`src/rtl/sc_gamecontrol_fsm.sv`:
```
// Game-control FSM for Frogger: owns the lives/level counters and turns frog events into play flow.
// Optional bonus-life feature is enabled by defining SC_GAMECONTROL_BONUS_LIFE_EN.
module sc_gamecontrol_fsm #(
    parameter int LIVES_INIT = 3,
    parameter int LIVES_MAX  = 7,
    parameter int LEVELS     = 5,
    parameter int LIVES_W    = 3,
    parameter int LEVEL_W    = 3
) (
    input  logic               SC_GAMECONTROL_CLOCK_50,
    input  logic               SC_GAMECONTROL_RESET_InLow,
    input  logic               SC_GAMECONTROL_startButton_InLow,
    input  logic               SC_GAMECONTROL_Hit_InLow,
    input  logic               SC_GAMECONTROL_Goal_InLow,
    input  logic               SC_GAMECONTROL_Bonus_InLow,
    output logic [LIVES_W-1:0] SC_GAMECONTROL_Lives_Out,
    output logic [LEVEL_W-1:0] SC_GAMECONTROL_Level_Out,
    output logic               SC_GAMECONTROL_FrogReset_OutLow,
    output logic               SC_GAMECONTROL_Playing_OutHigh,
    output logic               SC_GAMECONTROL_GameOver_OutHigh,
    output logic               SC_GAMECONTROL_GameWon_OutHigh
);

    typedef enum logic [3:0] {
        IDLE    = 4'd0,
        LOAD    = 4'd1,
        PLAY    = 4'd2,
        LOSE    = 4'd3,
        LEVEL   = 4'd4,
        BONUS   = 4'd5,
        RELEASE = 4'd6,
        OVER    = 4'd7,
        WON     = 4'd8
    } state_t;

    localparam logic [LIVES_W-1:0] LIVES_INIT_C = LIVES_W'(LIVES_INIT);
    localparam logic [LIVES_W-1:0] LIVES_MAX_C  = LIVES_W'(LIVES_MAX);
    localparam logic [LIVES_W-1:0] LIVES_ONE    = LIVES_W'(1);
    localparam logic [LEVEL_W-1:0] LEVELS_C     = LEVEL_W'(LEVELS);
    localparam logic [LEVEL_W-1:0] LEVEL_ONE    = LEVEL_W'(1);

    state_t             state_q;
    logic [LIVES_W-1:0] lives_q;
    logic [LEVEL_W-1:0] level_q;
    logic [LIVES_W-1:0] lives_inc;
    logic               bonus_evt;
    logic               events_idle;

    assign lives_inc = (lives_q < LIVES_MAX_C) ? lives_q + LIVES_ONE : lives_q;

`ifdef SC_GAMECONTROL_BONUS_LIFE_EN
    assign bonus_evt   = ~SC_GAMECONTROL_Bonus_InLow;
    assign events_idle = SC_GAMECONTROL_Hit_InLow & SC_GAMECONTROL_Goal_InLow
                       & SC_GAMECONTROL_Bonus_InLow;
`else
    logic unused_bonus;
    assign unused_bonus = SC_GAMECONTROL_Bonus_InLow;
    assign bonus_evt    = 1'b0;
    assign events_idle  = SC_GAMECONTROL_Hit_InLow & SC_GAMECONTROL_Goal_InLow;
`endif

    // NOTE: all state and counters share one clocked block with non-blocking
    // assignments, so every update in a state lands on that state's exit edge.
    always_ff @(posedge SC_GAMECONTROL_CLOCK_50 or negedge SC_GAMECONTROL_RESET_InLow) begin
        if (!SC_GAMECONTROL_RESET_InLow) begin
            state_q <= IDLE;
            lives_q <= '0;
            level_q <= '0;
        end else begin
            case (state_q)
                IDLE: begin
                    if (!SC_GAMECONTROL_startButton_InLow) state_q <= LOAD;
                end
                LOAD: begin
                    lives_q <= LIVES_INIT_C;
                    level_q <= LEVEL_ONE;
                    state_q <= PLAY;
                end
                PLAY: begin
                    if (!SC_GAMECONTROL_Hit_InLow)       state_q <= LOSE;
                    else if (!SC_GAMECONTROL_Goal_InLow) state_q <= LEVEL;
                    else if (bonus_evt)                  state_q <= BONUS;
                end
                LOSE: begin
                    lives_q <= lives_q - LIVES_ONE;
                    state_q <= (lives_q == LIVES_ONE) ? OVER : RELEASE;
                end
                LEVEL: begin
                    if (level_q == LEVELS_C) begin
                        state_q <= WON;
                    end else begin
                        level_q <= level_q + LEVEL_ONE;
`ifdef SC_GAMECONTROL_BONUS_LIFE_EN
                        lives_q <= lives_inc;
`endif
                        state_q <= RELEASE;
                    end
                end
                BONUS: begin
                    lives_q <= lives_inc;
                    state_q <= RELEASE;
                end
                // Wait for every event line to go high so a held input counts once.
                RELEASE: begin
                    if (events_idle) state_q <= PLAY;
                end
                OVER, WON: begin
                    if (!SC_GAMECONTROL_startButton_InLow) state_q <= LOAD;
                end
                default: state_q <= IDLE;
            endcase
        end
    end

    assign SC_GAMECONTROL_Lives_Out        = lives_q;
    assign SC_GAMECONTROL_Level_Out        = level_q;
    assign SC_GAMECONTROL_FrogReset_OutLow = ~((state_q == LOAD) | (state_q == LOSE) | (state_q == LEVEL));
    assign SC_GAMECONTROL_Playing_OutHigh  = (state_q == PLAY) | (state_q == RELEASE);
    assign SC_GAMECONTROL_GameOver_OutHigh = (state_q == OVER);
    assign SC_GAMECONTROL_GameWon_OutHigh  = (state_q == WON);

endmodule

```
`config.mk`:
```
export PLATFORM = sky130hd
export DESIGN_NAME = sc_gamecontrol_fsm
export DESIGN_NICKNAME = d
export VERILOG_FILES = /design/src/rtl/sc_gamecontrol_fsm.sv
export SDC_FILE = /design/constraint.sdc
export NUM_CORES = 1
export LEC_CHECK = 0
export BUFFER_PORTS_ARGS = -buffer_cell sky130_fd_sc_hd__buf_2
export CORE_MARGIN = 3
export CORE_UTILIZATION = 55
export CTS_CLUSTER_DIAMETER = 150
export DETAILED_ROUTE_END_ITERATION = 8
export PLACE_DENSITY = 0.79
export REMOVE_ABC_BUFFERS = 1
export SLEW_MARGIN = 20
export SYNTH_ARGS = -nofsm -noshare
export SYNTH_HDL_FRONTEND = slang
export SYNTH_SLANG_ARGS = --single-unit
export TNS_END_PERCENT = 30
```
`constraint.sdc`:
```
create_clock -name SC_GAMECONTROL_CLOCK_50 -period 2.7 [get_ports SC_GAMECONTROL_CLOCK_50]
set_clock_uncertainty 0.1 [all_clocks]
set_input_delay 0 -clock SC_GAMECONTROL_CLOCK_50 [delete_from_list [all_inputs] [get_ports SC_GAMECONTROL_CLOCK_50]]
set_output_delay 0 -clock SC_GAMECONTROL_CLOCK_50 [all_outputs]
set_load 0.01 [all_outputs]
```
**After elaboration in Yosys (flattened, before gate mapping)**

Index checks and enable logic that the tools add are counted.

- Register bits: 10
- Input bits: 6
- Output and inout port bits: 10
- Word-level logic and storage cells: 45

- Add/sub/neg operators: 3
- Magnitude comparators: 1
- Equal/unequal tests: 15
- Mux-type cells: 11
- Bitwise logic cells: 5
- Reduce and logical (&&, ||, !) cells: 7

Operators with widths:

| operator | number |
|---|---|
| 4-bit one-hot mux with 7 select lines | 1 |
| 4-bit 2-to-1 mux | 5 |
| 4-bit by 3-bit equality test with 1-bit output, second input constant | 4 |
| 3-bit one-hot mux with 3 select lines | 1 |
| 4-bit by 2-bit equality test with 1-bit output, second input constant | 2 |
| 2-bit inequality test, second input constant | 4 |
| 3-bit by 1-bit adder with 3-bit output, second input constant | 2 |
| 3-bit 2-to-1 mux | 2 |
| 3-bit one-hot mux with 2 select lines | 1 |
| 4-bit by 1-bit equality test with 1-bit output, second input constant | 1 |
| 4-bit equality test, second input constant | 1 |
| 4-bit zero test | 1 |
| 2-bit AND reduction | 2 |
| 3-bit by 1-bit equality test with 1-bit output, second input constant | 1 |
| 3-bit equality test, second input constant | 1 |
| 3-bit < comparator, second input constant | 1 |
| 3-bit inequality test, second input constant | 1 |
| 1-bit OR | 3 |
| 3-bit AND reduction | 1 |
| 3-bit nonzero test | 1 |
| 3-bit OR reduction | 1 |
| 3-bit by 1-bit subtractor with 3-bit output, second input constant | 1 |
| 2-bit nonzero test | 1 |
| 1-bit bitwise AND | 1 |
| other kinds (2) | 2 |

**Logic depth before layout (Yosys ltp)**

Gate-level depths: netlist of the first run.

- Depth after elaboration: 4
- Mapped depth: 6
- Mapped depth without buffers: 6

**Least setup slack after synthesis of the first run**

Ideal clock, no wire load.

- Path type: reg-to-reg
- Start: register state_q[2]
- End: register state_q[2]
- Setup time: 0.132 ns
- Arrival: 1.166 ns
- Required time: 2.468 ns
- Setup slack: 1.302 ns
- Cell stages (with the launch flop): 5
- Buffers on the path: 0
- Clock period less this slack: 1.398 ns
- Cell sequence: dfrtp_1 > nor2b_4 > o21ba_2 > nor4_4 > o32ai_1

- Cells in the longest elaborated chain, start to end: 4
- Elaborated cells between the ends (all ways): 15
- Classes of those cells: eq/ne (11); mux (1); reduce/logical (3)

RTL lines:

| item | RTL line | text |
|---|---|---|
| from (decl) | 42 | `state_t state_q;` |
| from (signal assigned) | 86 | `state_q <= (lives_q == LIVES_ONE) ? OVER : RELEASE;` |
| 4-bit by 3-bit equality test with 1-bit output, or another cell as far along | 70 | `case (state_q)` |
| 3-bit OR reduction (no source line) | n/a |  |
| 2-bit inequality test (no source line) | n/a |  |
| 3-bit AND reduction (no source line) | n/a |  |

Several ways; a longest one is shown, not always the timed one.
A chain may end at the register's enable or synchronous reset.

**Worst setup path in the final report of the first run**

- Start: register state_q[0]
- End: register lives_q[0] (netlist: SC_GAMECONTROL_Lives_Out[0])

- Cells in the longest elaborated chain, start to end: 3
- Elaborated cells between the ends (all ways): 7
- Classes of those cells: eq/ne (4); mux (1); reduce/logical (2)

RTL lines:

| item | RTL line | text |
|---|---|---|
| 4-bit by 3-bit equality test with 1-bit output, or another cell as far along | 70 |  |
| 2-bit inequality test (no source line) / 3-bit nonzero test (equally long branches) | n/a |  |
| 2-bit AND reduction (no source line) | n/a |  |
| to (signal assigned) | 85 | `lives_q <= lives_q - LIVES_ONE;` |
| to (signal assigned) | 100 | `lives_q <= lives_inc;` |
| to (decl) | 43 | `logic [LIVES_W-1:0] lives_q;` |

Several ways; a longest one is shown, not always the timed one.

==> results of run 1 <==
Yosys cell counts, drive strengths merged (2+ instances only):
cell type	count	share of area [%]
mux2i	2	2.3
nand2	8	3.5
dfrtp	10	29
nand3	2	1.2
a31oi	2	1.5
nand2b	3	2.2
and3	3	2.2
xnor2	3	3.1
nor3	3	2.3
a21oi	5	2.9
nor4b	3	4.5
nor2b	4	3.8
nor2	8	3.5
inv	5	2.2
a211oi	5	4.4
a21boi	2	2.2
o21ai	3	1.7
ha	5	7.3
buf	6	5.1
flip-flops by register name, indices dropped and copies added, names as in the netlist:
| name | flops |
|---|---|
| SC_GAMECONTROL_Lives_Out | 3 |
| state_q | 4 |
| SC_GAMECONTROL_Level_Out | 3 |
metrics by stage:
step	cell area [um2]	util, %	power (mW)	std cells	hold slack (ns)
6_report	943	68.2	1.08	122	0.0237
3_5_place_dp	901	65.2	0.981	117	-0.224
4_1_cts	943	68.2	1.09	122	0.0176
3_3_place_gp	901	65.2	0.958	117	-0.228
2_1_floorplan	812	-	0.802	88	-0.396
5_1_grt	943	68.2	1.19	122	0.0450
cells by family after synthesis:
| family | Yosys count | share of synthesized area (%) |
|---|---|---|
| AO/OA/AOI/OAI | 26 | 22.7 |
| multiplexers | 2 | 2.33 |
| flip-flops | 10 | 29.1 |
| AND/OR/NAND/NOR | 37 | 27.8 |
| XOR/XNOR | 3 | 3.06 |
| adder cells (fa/ha/maj) | 5 | 7.28 |
| buffers and inverters | 12 | 7.71 |
cells in the final DEF, fill, tap and decap left out, types with 2 or more instances in the layout:
cell type,n
nor2b_1,3
buf_2,14
inv_1,4
nand3_1,2
o21ai_0,2
a211oi_1,5
nand2b_1,3
a31oi_1,2
nand2_1,8
dlygate4sd3_1,2
ha_1,5
a21oi_1,5
and3_1,3
clkbuf_4,3
nor3_1,2
nor2_1,8
mux2i_1,2
dfrtp_1,10
nor4b_2,2
xnor2_1,3
routing by layer:
metal | vias up | wire (um) | GRT usage (%)
met5 | - | 0 | 0
met4 | 0 | 35 | 10.5
met3 | 5 | 88 | 4.74
met2 | 23 | 855 | 31.8
met1 | 338 | 829 | 26.8
li1 | 372 | - | -
critical path: stages, from the launching register on:
cell,delay [ns]
dfrtp_1,0.71
nor2b_1,0.47
nand2_1,0.14
a211oi_1,0.26
a211oi_1,0.08
layout make-up:
type	instances	area share (%)
Clock buffer	3	2.39
Inverter	5	1.99
Multi-Input combinational cell	73	57.6
Sequential cell	10	26.5
Tap cell	15	1.99
Timing Repair Buffer	16	9.55
power by group:
part	switching (mW)	internal [mW]	total (mW)
Sequential	0.163	0.215	0.377
Combinational	0.299	0.303	0.602
Clock	0.0529	0.0516	0.104
final timing paths:
| kind | startpoint | to | cells past startpoint |
|---|---|---|---|
| min in group SC_GAMECONTROL_CLOCK_50 | SC_GAMECONTROL_Goal_InLow | state_q[2]$_DFFE_PN0P_ | 4 |
| max in group asynchronous | SC_GAMECONTROL_RESET_InLow | SC_GAMECONTROL_Level_Out[0]$_DFFE_PN0P_ | 2 |
| worst min register to register | SC_GAMECONTROL_Level_Out[0]$_DFFE_PN0P_ | SC_GAMECONTROL_Level_Out[0]$_DFFE_PN0P_ | 1 |
| worst max register to register | state_q[0]$_DFFE_PN0P_ | SC_GAMECONTROL_Lives_Out[0]$_DFFE_PN0P_ | 4 |
| worst max-delay path | state_q[0]$_DFFE_PN0P_ | SC_GAMECONTROL_Lives_Out[0]$_DFFE_PN0P_ | 4 |
| worst min-delay path | SC_GAMECONTROL_RESET_InLow | SC_GAMECONTROL_Level_Out[2]$_DFFE_PN0P_ | 2 |
timing repair:
action,CTS,global route
buffers inserted,0,0
hold endpoints to repair,11,0
resized for setup,0,0
hold buffers,2,0
==> impl_metrics.ini, run 1 <==
[outcome]
outcome = completed

[worst_setup_path]
ff2ff_setup_slack_ns = 0.80
crit_type = reg -> reg
worstSetupStartpointType = flip-flop
critPathCaptureType = flip-flop
worstPathArrival_ns = 1.93
worstPathRequired_ns = 2.72
cp_max_fo = 20

[run]
maxCapViolations = 0

[power_and_ir_drop]
p_leak_nw = 0.427
power_density_mw_per_mm2 = 1150
ir_worst_vdd_v = 0.000648

[sta]
setup_viol = 0
fin_tns_setup_ns = 0
post-route-min-period_ns = 1.90
worst_pin_slew_ns = 0.579
fin_ws_ns = 0.800
slew_viol_final = 0
finalHoldViolCount = 0
rsz0062_at_grt = no
relSlewSlack_pct = 61.4
post-route-period-util_pct = 70.4
max_freq_mhz = 526

[place]
post-place-ws_ns = 0.841
io_buffer_count = 14
gp_routability_congestion = 0.829
hpwlAfterDp_um = 1290

[clocking]
cts_tree = yes
root_buffer = clkbuf_4
cts_made_buffers = 3
path_clk_slew_ns = 0.07
htreeDepth = 1
clock-sinks = 10
clk_latency_ns = 0.27
cts_buffer_depth = 2

[detailed_routing]
dr.pass1.iters = 4
wire_per_inst_um = 14.8
via_per_inst = 6.05
routed_wl_um = 1810
drt-initial-drc-count = 25
drc = 0
vias = 738
postRouteAntennaNets = 0

[die]
core.rowCount = 13
dieArea_mm2 = 0.00207
die_w_um = 45.5
die_y_um = 45.5
ioPinCount = 16
coreArea_mm2 = 0.00138
initial_core_util_pct = 62.2

[cells_and_area]
diodes = 0
regArea_um2 = 250
multi_input_area_um2 = 543
drive_above_1_share_pct = 24.3
nets = 120
nFillCells = 115
synthToLayoutAreaGrowth_pct = 9.75

[synthesis]
synth_edf_count = 0
synth-async-reset-ratio_pct = 100
synthCells = 95
synth_seq_cells = 10
synth_ff_type = dfrtp_1
yosys.cell_types.count = 41
yosys_warnings = 0
synth_sequential_area_ratio_pct = 29.1
syn_avg_cell_area_um2 = 9.05
synth.cell_area_um2 = 860

[grt]
grt_pass1_wl_um = 3030
grt_pass1_vias = 706
antenna_found_initial = 0
track_usage_pct = 20.7
grt_max_degree = 21
grt-ovfl-total = 0

[worst_hold_path]
hold_path_class = in -> async
No activity file was read; power rests on OpenSTA's default activity.
==> inputs of run 2 (changes only) <==
--- a/config.mk
+++ b/config.mk
@@ -7,10 +7,10 @@
 export LEC_CHECK = 0
 export BUFFER_PORTS_ARGS = -buffer_cell sky130_fd_sc_hd__buf_2
 export CORE_MARGIN = 3
-export CORE_UTILIZATION = 55
+export CORE_UTILIZATION = 53
 export CTS_CLUSTER_DIAMETER = 150
 export DETAILED_ROUTE_END_ITERATION = 8
-export PLACE_DENSITY = 0.79
+export PLACE_DENSITY = 0.77
 export REMOVE_ABC_BUFFERS = 1
 export SLEW_MARGIN = 20
 export SYNTH_ARGS = -nofsm -noshare
==> constraint.sdc (replaced) <==
create_clock -name SC_GAMECONTROL_CLOCK_50 -period 1.9 [get_ports SC_GAMECONTROL_CLOCK_50]
set_clock_uncertainty 0.1 [all_clocks]
set_input_delay 0 -clock SC_GAMECONTROL_CLOCK_50 [delete_from_list [all_inputs] [get_ports SC_GAMECONTROL_CLOCK_50]]
set_output_delay 0 -clock SC_GAMECONTROL_CLOCK_50 [all_outputs]
set_load 0.01 [all_outputs]
==> impl_metrics.ini, run 2 (same netlist as run 1, synthesis figures left out) <==
[place]
io_buffer_count = 14
gp_routability_congestion = 0.798
placed_cell_area_um2 = 923
hpwlAfterDp_um = 1340

[power_and_ir_drop]
ir_worst_vdd_v = 0.00102
power_density_mw_per_mm2 = 1670
p_total_mw = 1.63
p_leak_nw = 0.450

[detailed_routing]
drt-initial-drc-count = 15
routed-wl-met2_um = 942
wire_per_inst_um = 15.0
routed_wl_um = 1890
drt-met1-wl_um = 805
via_per_inst = 6.21
dr.pass1.iters = 4
postRouteAntennaNets = 0
vias = 783
drc = 0
routed.top_layer = met4
met3WireLength_um = 90

[sta]
worst_pin_slew_ns = 0.493
rsz0062_at_grt = no
fin_tns_setup_ns = 0
slew_viol_final = 0
post-route-min-period_ns = 1.71
finalHoldViolCount = 0
max_freq_mhz = 586
setup_viol = 0
post-route-period-util_pct = 89.8
relSlewSlack_pct = 67.1

[clocking]
cts_tree = yes
clk_latency_ns = 0.28
cts_buffer_depth = 2
clock-sinks = 10
htreeDepth = 1
cts_made_buffers = 3
path_clk_slew_ns = 0.07
cts_setup_buffers = 0
root_buffer = clkbuf_4

[worst_setup_path]
path_buf_inv = 0
reg2regPathDepth = 4
critical-path-max-stage-delay_ns = 0.52
ff2ff_setup_slack_ns = 0.19
worstReg2RegStart = state_q[2]$_DFFE_PN0P_
cp_slowest_cell = dfrtp_1
crit_type = reg -> reg
worstSetupStartpointType = flip-flop
worstPathRequired_ns = 1.93
critPathCaptureType = flip-flop
worstPathArrival_ns = 1.73
crit_chain = nor2b_4 > o21ba_2 > nor4_4 > o32ai_1
rr_endpoint = state_q[2]$_DFFE_PN0P_
cp_max_fo = 12
crit_family = simple AND/OR/NAND/NOR gates

[cells_and_area]
final_cell_mix = 14 x buf_2, 10 x dfrtp_1, 8 x nand2_1, 8 x nor2_1
nFillCells = 120
synthToLayoutAreaGrowth_pct = 14.0
regMostFlops = state_q
largest_reg_flops = 4
layout_commonest_cell = buf_2
drive_above_1_share_pct = 27.0
nets = 123
design_area_um2 = 980
diodes = 0

[die]
coreArea_mm2 = 0.00142
dieArea_mm2 = 0.00214
core.rowCount = 13
die_w_um = 46.3
die_y_um = 46.3
initial_core_util_pct = 60.7
ioPinCount = 16

[run]
maxCapViolations = 0

[worst_hold_path]
hold_path_class = in -> async

[grt]
grt-ovfl-total = 0
track_usage_pct = 21.5
grt_pass1_vias = 686
grt_pass1_wl_um = 3190
antenna_found_initial = 0
grt_max_degree = 20

[outcome]
outcome = completed
-- run 2: cell count changes in the layout (fill, tap and decap cells not counted), sizes merged --
cell / delta
clkbuf: +1
buf: +3
-- run 2: worst max path at each step --
stage / from / end / slack [ns] / cells past startpoint
floorplan: state_q[0]$_DFFE_PN0P_ / SC_GAMECONTROL_Lives_Out[0]$_DFFE_PN0P_ / 0.31 / 4
global placement: state_q[2]$_DFFE_PN0P_ / state_q[2]$_DFFE_PN0P_ / 0.26 / 4
detailed placement: state_q[2]$_DFFE_PN0P_ / state_q[2]$_DFFE_PN0P_ / 0.21 / 4
CTS: state_q[2]$_DFFE_PN0P_ / state_q[2]$_DFFE_PN0P_ / 0.19 / 4
global route: state_q[1]$_DFFE_PN0P_ / state_q[2]$_DFFE_PN0P_ / 0.06 / 4
finish: state_q[2]$_DFFE_PN0P_ / state_q[2]$_DFFE_PN0P_ / 0.19 / 4
-- run 2: per-stage QoR --
step	setup WS (ns)	std cells	util, %	hold slack (ns)
after floorplan	0.314	88	-	-0.396
after global placement	0.259	120	65.3	-0.225
after detailed placement	0.208	120	65.3	-0.221
after CTS	0.190	126	69.2	0.0148
after global routing	0.0588	126	69.2	0.0195
final	0.195	126	69.2	0.0104
-- run 2: metal layers --
metal,global-route usage (%),vias up
met3,7.03,6
met2,34.9,20
li1,-,379
met4,8.52,0
met5,0,-
met1,25.8,378
-- run 2: cell type report --
cell class              instances  area [um2]  area share, %
clock buffers                   4        36.3           3.70
inverters                       5        18.8           1.92
multi-input cells              73         543           55.4
flip-flops and latches         10         250           25.5
well taps                      15        18.8           1.92
repair buffers                 19         113           11.5
-- run 2: what timing repair did --
action / CTS / global route
hold buffers: 2 / 0
resized for setup: 0 / 0
hold endpoints to repair: 11 / 0
-- run 2: power by group --
group	leakage (nW)	total (mW)	switching, mW	internal (mW)
logic	0.305	0.951	0.489	0.462
clock network	0.0210	0.195	0.0782	0.116
registers	0.123	0.486	0.180	0.306
total	0.450	1.63	0.747	0.884
